===== config.mk =====
export PLATFORM = sky130hd
export DESIGN_NAME = asg_slew_lim
export DESIGN_NICKNAME = d
export VERILOG_FILES = /design/src/rtl/asg_pkg.sv /design/src/rtl/asg_slew_lim.sv
export SDC_FILE = /design/constraint.sdc
export NUM_CORES = 1
export LEC_CHECK = 0
export BUFFER_PORTS_ARGS = -buffer_cell sky130_fd_sc_hd__buf_2
export CORE_ASPECT_RATIO = 1.5
export CORE_UTILIZATION = 29
export DETAILED_ROUTE_END_ITERATION = 6
export GPL_ROUTABILITY_DRIVEN = 0
export PLACE_DENSITY = 0.54
export SETUP_SLACK_MARGIN = 0.3
export SYNTH_ARGS = -nofsm -noshare
export SYNTH_HDL_FRONTEND = slang
export SYNTH_SLANG_ARGS = --single-unit

===== constraint.sdc =====
create_clock -name dac_clk_i -period 13.6 [get_ports dac_clk_i]
set_input_delay 3.4 -clock dac_clk_i [delete_from_list [all_inputs] [get_ports dac_clk_i]]
set_output_delay 3.4 -clock dac_clk_i [all_outputs]
set_load 0.01 [all_outputs]

===== src/rtl/asg_pkg.sv =====
`default_nettype none
// ============================================================================
//  Module      : asg_pkg
//  Description : Shared types and constants for the ASG channel output path.
//  Revision    : 1.0  initial release
// ============================================================================
package asg_pkg;

    // DAC code width used by the ASG channel.
    localparam int ASG_DW = 14;

    // Slew limiter operating states.
    typedef enum logic [1:0] {
        S_BYP   = 2'd0,  // limiter disabled, output follows target directly
        S_TRACK = 2'd1,  // rate-limited tracking of the input code
        S_RAMP  = 2'd2,  // rate-limited ramp toward zero (soft mute)
        S_MUTED = 2'd3   // output held at zero by mute
    } asg_slew_state_t;

endpackage : asg_pkg
`default_nettype wire


===== src/rtl/asg_slew_lim.sv =====
`default_nettype none
// ============================================================================
//  Module      : asg_slew_lim
//  Description : DAC output slew limiter with soft mute, bypass and a
//                saturating limited-sample counter. One register stage.
//  Revision    : 1.0  initial release
//
//  Ports
//    dac_clk_i   in   1   DAC clock, sole clock
//    dac_rst_i   in   1   asynchronous active-high reset
//    dat_i       in   DW  signed DAC code from the ASG channel
//    set_en_i    in   1   1 = limiter active, 0 = bypass
//    set_step_i  in   DW  unsigned max |change| per clock, 0 = unlimited
//    set_mute_i  in   1   soft mute request (ramp to zero and hold)
//    set_clr_i   in   1   synchronous clear of lim_cnt_o
//    dat_o       out  DW  conditioned signed DAC code (registered)
//    limiting_o  out  1   current dat_o was step-limited (registered)
//    muted_o     out  1   output held at zero by mute (registered)
//    lim_cnt_o   out  CW  saturating count of limited samples
// ============================================================================
module asg_slew_lim
    import asg_pkg::*;
#(
    parameter int DW = ASG_DW,
    parameter int CW = 32
) (
    input  logic                 dac_clk_i,
    input  logic                 dac_rst_i,
    input  logic signed [DW-1:0] dat_i,
    input  logic                 set_en_i,
    input  logic        [DW-1:0] set_step_i,
    input  logic                 set_mute_i,
    input  logic                 set_clr_i,
    output logic signed [DW-1:0] dat_o,
    output logic                 limiting_o,
    output logic                 muted_o,
    output logic        [CW-1:0] lim_cnt_o
);

    asg_slew_state_t        state_q, state_d;
    logic signed [DW-1:0]   dat_q, dat_d;
    logic                   lim_q, lim_d;
    logic                   muted_q, muted_d;
    logic        [CW-1:0]   cnt_q, cnt_d;

    // ------------------------------------------------------------------
    // Limiter datapath. All arithmetic is one bit wider than the code so
    // that a full-scale swing (-2^(DW-1) .. 2^(DW-1)-1) is represented
    // exactly. The stepped result always lies between dat_q and the
    // target, so truncating back to DW bits never wraps.
    // ------------------------------------------------------------------
    logic signed [DW-1:0]   tgt;
    logic signed [DW:0]     tgt_x, dat_x, step_x, diff, stepped;
    logic        [DW:0]     mag;
    logic                   over;

    assign tgt     = set_mute_i ? '0 : dat_i;
    assign tgt_x   = {tgt[DW-1], tgt};
    assign dat_x   = {dat_q[DW-1], dat_q};
    assign step_x  = {1'b0, set_step_i};
    assign diff    = tgt_x - dat_x;
    // |diff| never reaches 2^DW, so negation cannot overflow here.
    assign mag     = diff[DW] ? (-diff) : diff;
    assign over    = (set_step_i != '0) && (mag > {1'b0, set_step_i});
    assign stepped = diff[DW] ? (dat_x - step_x) : (dat_x + step_x);

    always_comb begin
        dat_d = tgt;
        lim_d = 1'b0;
        if (set_en_i && over) begin
            dat_d = stepped[DW-1:0];
            lim_d = 1'b1;
        end
    end

    // ------------------------------------------------------------------
    // State machine. The datapath already aims at zero whenever mute is
    // requested, so the state only decides how the mute status is
    // reported: S_RAMP while still moving, S_MUTED from the cycle the
    // output first shows zero. Disable overrides everything.
    // ------------------------------------------------------------------
    always_comb begin
        state_d = state_q;
        if (!set_en_i) begin
            state_d = S_BYP;
        end else begin
            case (state_q)
                S_BYP, S_TRACK, S_RAMP, S_MUTED: begin
                    if (!set_mute_i)
                        state_d = S_TRACK;
                    else if (dat_d == '0)
                        state_d = S_MUTED;
                    else
                        state_d = S_RAMP;
                end
                default: state_d = S_BYP;
            endcase
        end
    end

    // In bypass the mute target is applied in one step, so the flag
    // simply mirrors the request.
    assign muted_d = (state_d == S_MUTED) || ((state_d == S_BYP) && set_mute_i);

    // Saturating counter; clear wins over increment.
    always_comb begin
        cnt_d = cnt_q;
        if (set_clr_i)
            cnt_d = '0;
        else if (lim_d && (cnt_q != '1))
            cnt_d = cnt_q + 1'b1;
    end

    always_ff @(posedge dac_clk_i or posedge dac_rst_i) begin
        if (dac_rst_i) begin
            state_q <= S_BYP;
            dat_q   <= '0;
            lim_q   <= 1'b0;
            muted_q <= 1'b0;
            cnt_q   <= '0;
        end else begin
            state_q <= state_d;
            dat_q   <= dat_d;
            lim_q   <= lim_d;
            muted_q <= muted_d;
            cnt_q   <= cnt_d;
        end
    end

    assign dat_o      = dat_q;
    assign limiting_o = lim_q;
    assign muted_o    = muted_q;
    assign lim_cnt_o  = cnt_q;

endmodule : asg_slew_lim
`default_nettype wire


# Word-level counts from Yosys, hierarchy flattened
# Index checks and enable logic that the tools add are counted.
dict set report totals {
  regBits 50
  inputBits 33
  out_inout_bits 48
  elab_cells 38
}
dict set report op_classes {
  add_sub_neg 5
  order_cmp 1
  eq_ne 5
  muxes 11
  reduce_logical 11
}
# cell count
set op_table {}
lappend op_table {{$mux W32} 2}
lappend op_table {{$mux W14} 3}
lappend op_table {{$add A32 B1 Y32 const B} 1}
lappend op_table {{$ne A32 B32 Y1 const B} 1}
lappend op_table {{$gt A15 B14 Y1} 1}
lappend op_table {{$mux W15} 1}
lappend op_table {{$neg A15 Y15} 1}
lappend op_table {{$sub A14 B14 Y15} 1}
lappend op_table {{$add A14 B14 Y14} 1}
lappend op_table {{$logic_not A14 Y1} 1}
lappend op_table {{$reduce_bool A14 Y1} 1}
lappend op_table {{$sub A14 B14 Y14} 1}
lappend op_table {{$eq A2 B2 Y1 const B} 3}
lappend op_table {{$mux W2} 3}
lappend op_table {{$logic_and A1 B1 Y1} 4}
lappend op_table {{$logic_not A2 Y1} 2}
lappend op_table {{$reduce_or A4 Y1} 1}
lappend op_table {{$eq A2 B1 Y1 const B} 1}
lappend op_table {{$mux W1} 2}
lappend op_table {{$reduce_bool A2 Y1} 1}
lappend op_table {{$logic_or A1 B1 Y1} 1}

# Longest topological paths before layout
dict set report logic_depth {
  ltp_word 16
  depth_mapped 28
  mapped_depth_nobuf 24
}

# Least setup slack after synthesis
# Ideal clock, no wire load.
dict set report synth_timing {
  path_kind {input -> register}
  startpoint {input set_mute_i}
  endpoint {register dat_q[10], in the netlist dat_o[10]}
  setup_ns 0.136
  arrival_time_ns 7.955
  required_time_ns 13.464
  slack_ns 5.509
  cell_stages 26
  path_buffers 6
  path_cell_list {clkbuf_1 -> nand2b_1 -> ha_1 -> inv_1 -> fa_1 -> a211oi_1 -> o21ai_2 -> a21oi_1 -> o21ai_0 -> and2_1 -> clkbuf_1 -> clkbuf_1 -> nor2_1 -> xnor2_1 -> ha_1 -> o21a_1 -> o21a_1 -> o21a_1 -> o211ai_1 -> a21boi_0 -> o41ai_1 -> and2_1 -> buf_6 -> buf_2 -> clkbuf_1 -> o21ai_0}
}
dict set report synth_via {
  elab_chain_len 8
  elab_cells_between_ends 9
  cone_classes {add/sub (2); order compare (1); mux (4); reduce/logical (2)}
}
# element line
set synth_rtl {}
lappend synth_rtl {{from (decl)} asg_slew_lim.sv:32} ;# input logic set_mute_i,
lappend synth_rtl {{$mux W14 *} asg_slew_lim.sv:57} ;# assign tgt = set_mute_i ? '0 : dat_i;
lappend synth_rtl {{$sub A14 B14 Y15} asg_slew_lim.sv:61} ;# assign diff = tgt_x - dat_x;
lappend synth_rtl {{$neg A15 Y15} asg_slew_lim.sv:63} ;# assign mag = diff[DW] ? (-diff) : diff;
lappend synth_rtl {{$mux W15} asg_slew_lim.sv:63}
lappend synth_rtl {{$gt A15 B14 Y1} asg_slew_lim.sv:64} ;# assign over = (set_step_i != '0) && (mag > {1'b0, set_step_i});
lappend synth_rtl {{$logic_and A1 B1 Y1} asg_slew_lim.sv:64}
lappend synth_rtl {{$logic_and A1 B1 Y1} asg_slew_lim.sv:70} ;# if (set_en_i && over) begin
lappend synth_rtl {{$mux W14 *} asg_slew_lim.sv:70}
lappend synth_rtl {{via dat_d[10]} asg_slew_lim.sv:41} ;# logic signed [DW-1:0] dat_q, dat_d;
lappend synth_rtl {{to (signal assigned)} asg_slew_lim.sv:123} ;# dat_q <= dat_d;
lappend synth_rtl {{to (decl)} asg_slew_lim.sv:41}
# Mark *: on every way through the listed nets, which the timed path passes. The rest lies on a longest branch.
# A chain may end at the register's enable or synchronous reset.

# Final worst setup path
dict set report layout_timing {
  startpoint {input set_mute_i}
  endpoint {register cnt_q[25], in the netlist lim_cnt_o[25]}
}
dict set report layout_via {
  elab_chain_len 10
}
# element line
set layout_rtl {}
lappend layout_rtl {{$mux W14 *} asg_slew_lim.sv:57}
lappend layout_rtl {{$sub A14 B14 Y15 *} asg_slew_lim.sv:61}
lappend layout_rtl {{$neg A15 Y15} asg_slew_lim.sv:63}
lappend layout_rtl {{$mux W15 *} asg_slew_lim.sv:63}
lappend layout_rtl {{$gt A15 B14 Y1 *} asg_slew_lim.sv:64}
lappend layout_rtl {{$logic_and A1 B1 Y1 *} asg_slew_lim.sv:64}
lappend layout_rtl {{$logic_and A1 B1 Y1 *} asg_slew_lim.sv:70}
lappend layout_rtl {{$mux W1 *} asg_slew_lim.sv:70}
lappend layout_rtl {{$logic_and A1 B1 Y1 *} asg_slew_lim.sv:110} ;# else if (lim_d && (cnt_q != '1))
lappend layout_rtl {{$reduce_bool A2 Y1 (no line) *} --}
lappend layout_rtl {{to (signal assigned)} asg_slew_lim.sv:126} ;# cnt_q <= cnt_d;
lappend layout_rtl {{to (decl)} asg_slew_lim.sv:44} ;# logic [CW-1:0] cnt_q, cnt_d;
# Every way passes the cells marked *; elsewhere a longest branch is shown, timed or not.

==> reports/qor_table.md <==
| Stage | Parameter | Value |
| --- | --- | --- |
| critical path | Largest driver fanout on the critical path | 37 |
| synthesis | Most instantiated flip-flop cell in the synthesis netlist | dfrtp_1 |
| job | Count of maximum capacitance violations | 0 |
| floorplanning | Die X | 106 µm |
| min path | Hold crit path type | flip-flop to flip-flop |
| outcome | Status | finished clean |
| critical path | Cell with the biggest individual delay on the critical path | o41ai_1 |
| drt | Mean number of vias per cell | 5.11 |
| pwr | Total Power Consumption | 1.30 mW |
| timing | Clock skew | 0.00403 ns |
| clock network | Insertion delay of the later-clocked pin in the worst-skew pair | 0.29 ns |
| clock network | Number of H-tree branching levels | 2 |
| placed design | Dpl cells | 848 |
| grt | Number of global-route vias before repair | 4415 |
| critical path | Largest stage delay on the critical path | 0.51 ns |
| timing | Setup repair after global routing missed its margin | no |
| floorplanning | Effective utilization at floorplan | 0.299 |
| timing | Final min period | 8.83 ns |
| critical path | Reg-to-reg critical path startpoint | dat_o[0]$_DFF_PP0_ |
| timing | Fin Setup TNS | 0 ns |
| timing | Transition at the pin with the smallest max-transition slack | 0.880 ns |
| synthesis | Most common cell in the synthesized netlist | nor2_1 |
| floorplanning | Y dimension of the die | 158 µm |
| drt | Remaining routing DRC violations | 0 |
| critical path | Category of the worst setup path capture point | flip-flop |
| floorplanning | Floorplan core area | 15800 µm² |
| final layout | Filler-free cell count of the finished design | 856 |
| synthesis | Synthesized area per cell | 8.13 µm² |
| synthesis | Number of nets in the synthesized netlist | 660 |
| critical path | Classification of the worst setup path | input port to flip-flop |
| min path | Worst min-delay path startpoint | lim_cnt_o[18]$_DFFE_PP0P_ |
| clock network | # hold bufs at CTS | 0 |
| grt | Pin count of the biggest net entering global routing | 52 |
| critical path | WP data arrival | 9.01 ns |
| synthesis | Total of warnings raised by yosys | 0 |
| pwr | P_leak | 2.58 nW |
| critical path | Required time of the worst setup path | 13.78 ns |
| clock network | TritonCTS clock tree | yes |
| pwr | Switching power of the nets | 0.632 mW |
| synthesis | Flip-flop and latch count after synthesis | 48 |
| final layout | Number of nets in the final layout | 732 |
| timing | Final period utilization | 0.649 |
| clock network | Worst-path clk slew | 0.07 ns |
| drt | Average wire length per cell after detail routing | 15.8 µm |
| final layout | Count of antenna diodes in the layout | 0 |
| pwr | Power Density | 235 nW/µm² |
| pwr | Part of the total power dissipated in the clock network | 0.139 |
| critical path | Launch point of the worst path | set_mute_i |
| drt | Iteration-0 DRC Markers | 188 |
| timing | Max_slew headroom | 0.413 |
| floorplanning | Std-Cell Rows | 56 |
| placed design | Port bufs | 80 |
| floorplanning | I/O pin cnt | 81 |
| final layout | Ratio of cells with drive above 1 in the final layout | 0.187 |
| timing | Worst hold margin | 0.583 ns |
| grt | Initial antenna violation count | 0 |
| critical path | Setup slack on the worst flop-to-flop path | 7.95 ns |
| clock network | Max Buffers Root-to-Sink | 2 |
| clock network | Number of clock buffers inserted by TritonCTS | 5 |
| grt | Global route overflow | 0 |
| final layout | Share of the core filled with cells in the final layout | 0.351 |
| synthesis | Portion of the post-synthesis area used by sequential elements | 0.255 |
| synthesis | Most area-consuming cells after synthesis | dfrtp_1 (25%), ha_1 (12%), xnor2_1 (5.6%), nor2b_1 (4.9%), mux2_2 (4.8%) |
| critical path | Bufs and invs on worst path | 4 |
| clock network | Cts repair resizes | 0 |
| critical path | Dominant delay contributor by cell family on the critical path | simple AND/OR/NAND/NOR gates |
| drt | Via count | 4376 |
| drt | Total routed wirelength | 13500 µm |
| critical path | Startpoint class of the critical path | input port |
| synthesis | Biggest area consumer among synthesized cells | dfrtp_1 |
| synthesis | Number of synthesized flops with an enable pin | 0 |
| timing | Final Max Slew Viols | 0 |
| clock network | Number of post-CTS setup repair buffers | 0 |
| grt | Global-route wire length before repair | 22500 µm |
| synthesis | Synth Instances | 580 |
| timing | Endpoints failing hold | 0 |
| drt | Number of iterations in the first detailed-routing pass | 4 |
| floorplanning | Die area | 16800 µm² |
| pwr | Sequential Power Share | 0.146 |
| clock network | Clock Tree Root | clkbuf_16 |
| synthesis | Most used standard cells in the synthesized netlist | nor2_1 (55), dfrtp_1 (48), inv_1 (46) |
| timing | Maximum clock rate | 113 MHz |
| synthesis | Share of the synthesized area in the top cell type | 0.255 |
| timing | Final setup violating endpoints | 0 |
| pwr | Peak supply drop | 0.000125 V |
| pwr | Switching part of the total power | 0.485 |
| clock network | Clk sinks | 48 |
| synthesis | Mapped cell area | 4720 µm² |
| pwr | Cell internal pwr | 0.670 mW |
| grt | Overall routing resource usage | 0.171 |
| synthesis | Ys async rst share | 1.00 |
| pwr | Combinational fraction of design power | 0.715 |
| drt | Number of nets still failing antenna checks after routing | 0 |
| synthesis | Unique masters post-synth | 57 |
| placed design | Detailed-placement wirelength estimate | 10800 µm |
| final layout | Layout overhead on the synthesized area | 17.2% |
[routing by layer]
| metal | global-route usage | vias to the layer above | routed length (µm) | part of all wire |
|---|---|---|---|---|
| li1 | - | 2183 | - | - |
| met1 | 0.197 | 2111 | 5620 | 0.42 |
| met2 | 0.329 | 72 | 7230 | 0.53 |
| met3 | 0.0193 | 10 | 509 | 0.038 |
| met4 | 0.0423 | 0 | 178 | 0.013 |
| met5 | 0 | - | 0 | 0 |
[cell families (layout without fill, tap and decap cells)]
group	after synthesis	count (layout)	synth area share
xor gates and xnor gates	46	46	0.0854
AOI/OAI and AO/OA	126	126	0.173
buffers and inverters	64	137	0.0533
muxes	26	26	0.0607
adders and majority gates	47	47	0.128
and+or+nand+nor	223	223	0.245
DFF	48	48	0.255
[power groups by stage]
stage / registers, mW / logic (mW) / clock network (mW)
after floorplan: 0.197 / 0.715 / 0
after global placement: 0.194 / 0.912 / 0
after detailed placement: 0.194 / 0.930 / 0
after CTS: 0.192 / 0.935 / 0.186
after global routing: 0.194 / 1.06 / 0.191
final: 0.191 / 0.931 / 0.181
[flip-flops by register name (all words and copies together), names as in the netlist]
name and flops:
muted_o 1, dat_o 14, limiting_o 1, lim_cnt_o 32
[layout make-up]
class | instances | area (µm²)
clock buffers | 5 | 125
clock inverters | 3 | 90.1
fillers | 1710 | 10200
inverters | 46 | 173
multi-input cells | 468 | 3270
flip-flops and latches | 48 | 1200
well taps | 203 | 254
repair buffers | 83 | 423
[metrics by stage]
stage                     setup WS [ns]  area (µm²)
after global placement             4.72        5320
after global routing               4.13        5530
after CTS                          4.78        5530
after detailed placement           4.48        5320
final                              4.77        5530
after floorplan                    5.51        4720
[cell usage in the layout (no fill, tap or decap), types with 14 or more instances in the layout]
cell	instances
nor2_1	55
inv_1	45
ha_1	45
buf_2	80
mux2_2	20
nor3_1	15
nand3_1	15
xor2_1	16
nand4_1	14
nor2b_1	37
xnor2_1	30
o21ai_0	30
nand2_1	42
dfrtp_1	48
a21oi_1	37
[path summary, 6_finish.rpt]
| path | endpoint | depth (start not counted) |
|---|---|---|
| worst max-delay path | lim_cnt_o[25]$_DFFE_PP0P_ | 25 |
| worst min-delay path | lim_cnt_o[18]$_DFFE_PP0P_ | 2 |
| worst max register to register | lim_cnt_o[25]$_DFFE_PP0P_ | 23 |
| worst min register to register | lim_cnt_o[18]$_DFFE_PP0P_ | 2 |
| max in group asynchronous | lim_cnt_o[28]$_DFFE_PP0P_ | 3 |
| min in group asynchronous | dat_o[0]$_DFF_PP0_ | 3 |
[tightest hold or removal path, cell delays in order, from the launching register on]
cell and delay (ns):
dfrtp_1 0.41, o31ai_1 0.08, a21oi_1 0.06
Power figures use the tool's default switching activity.
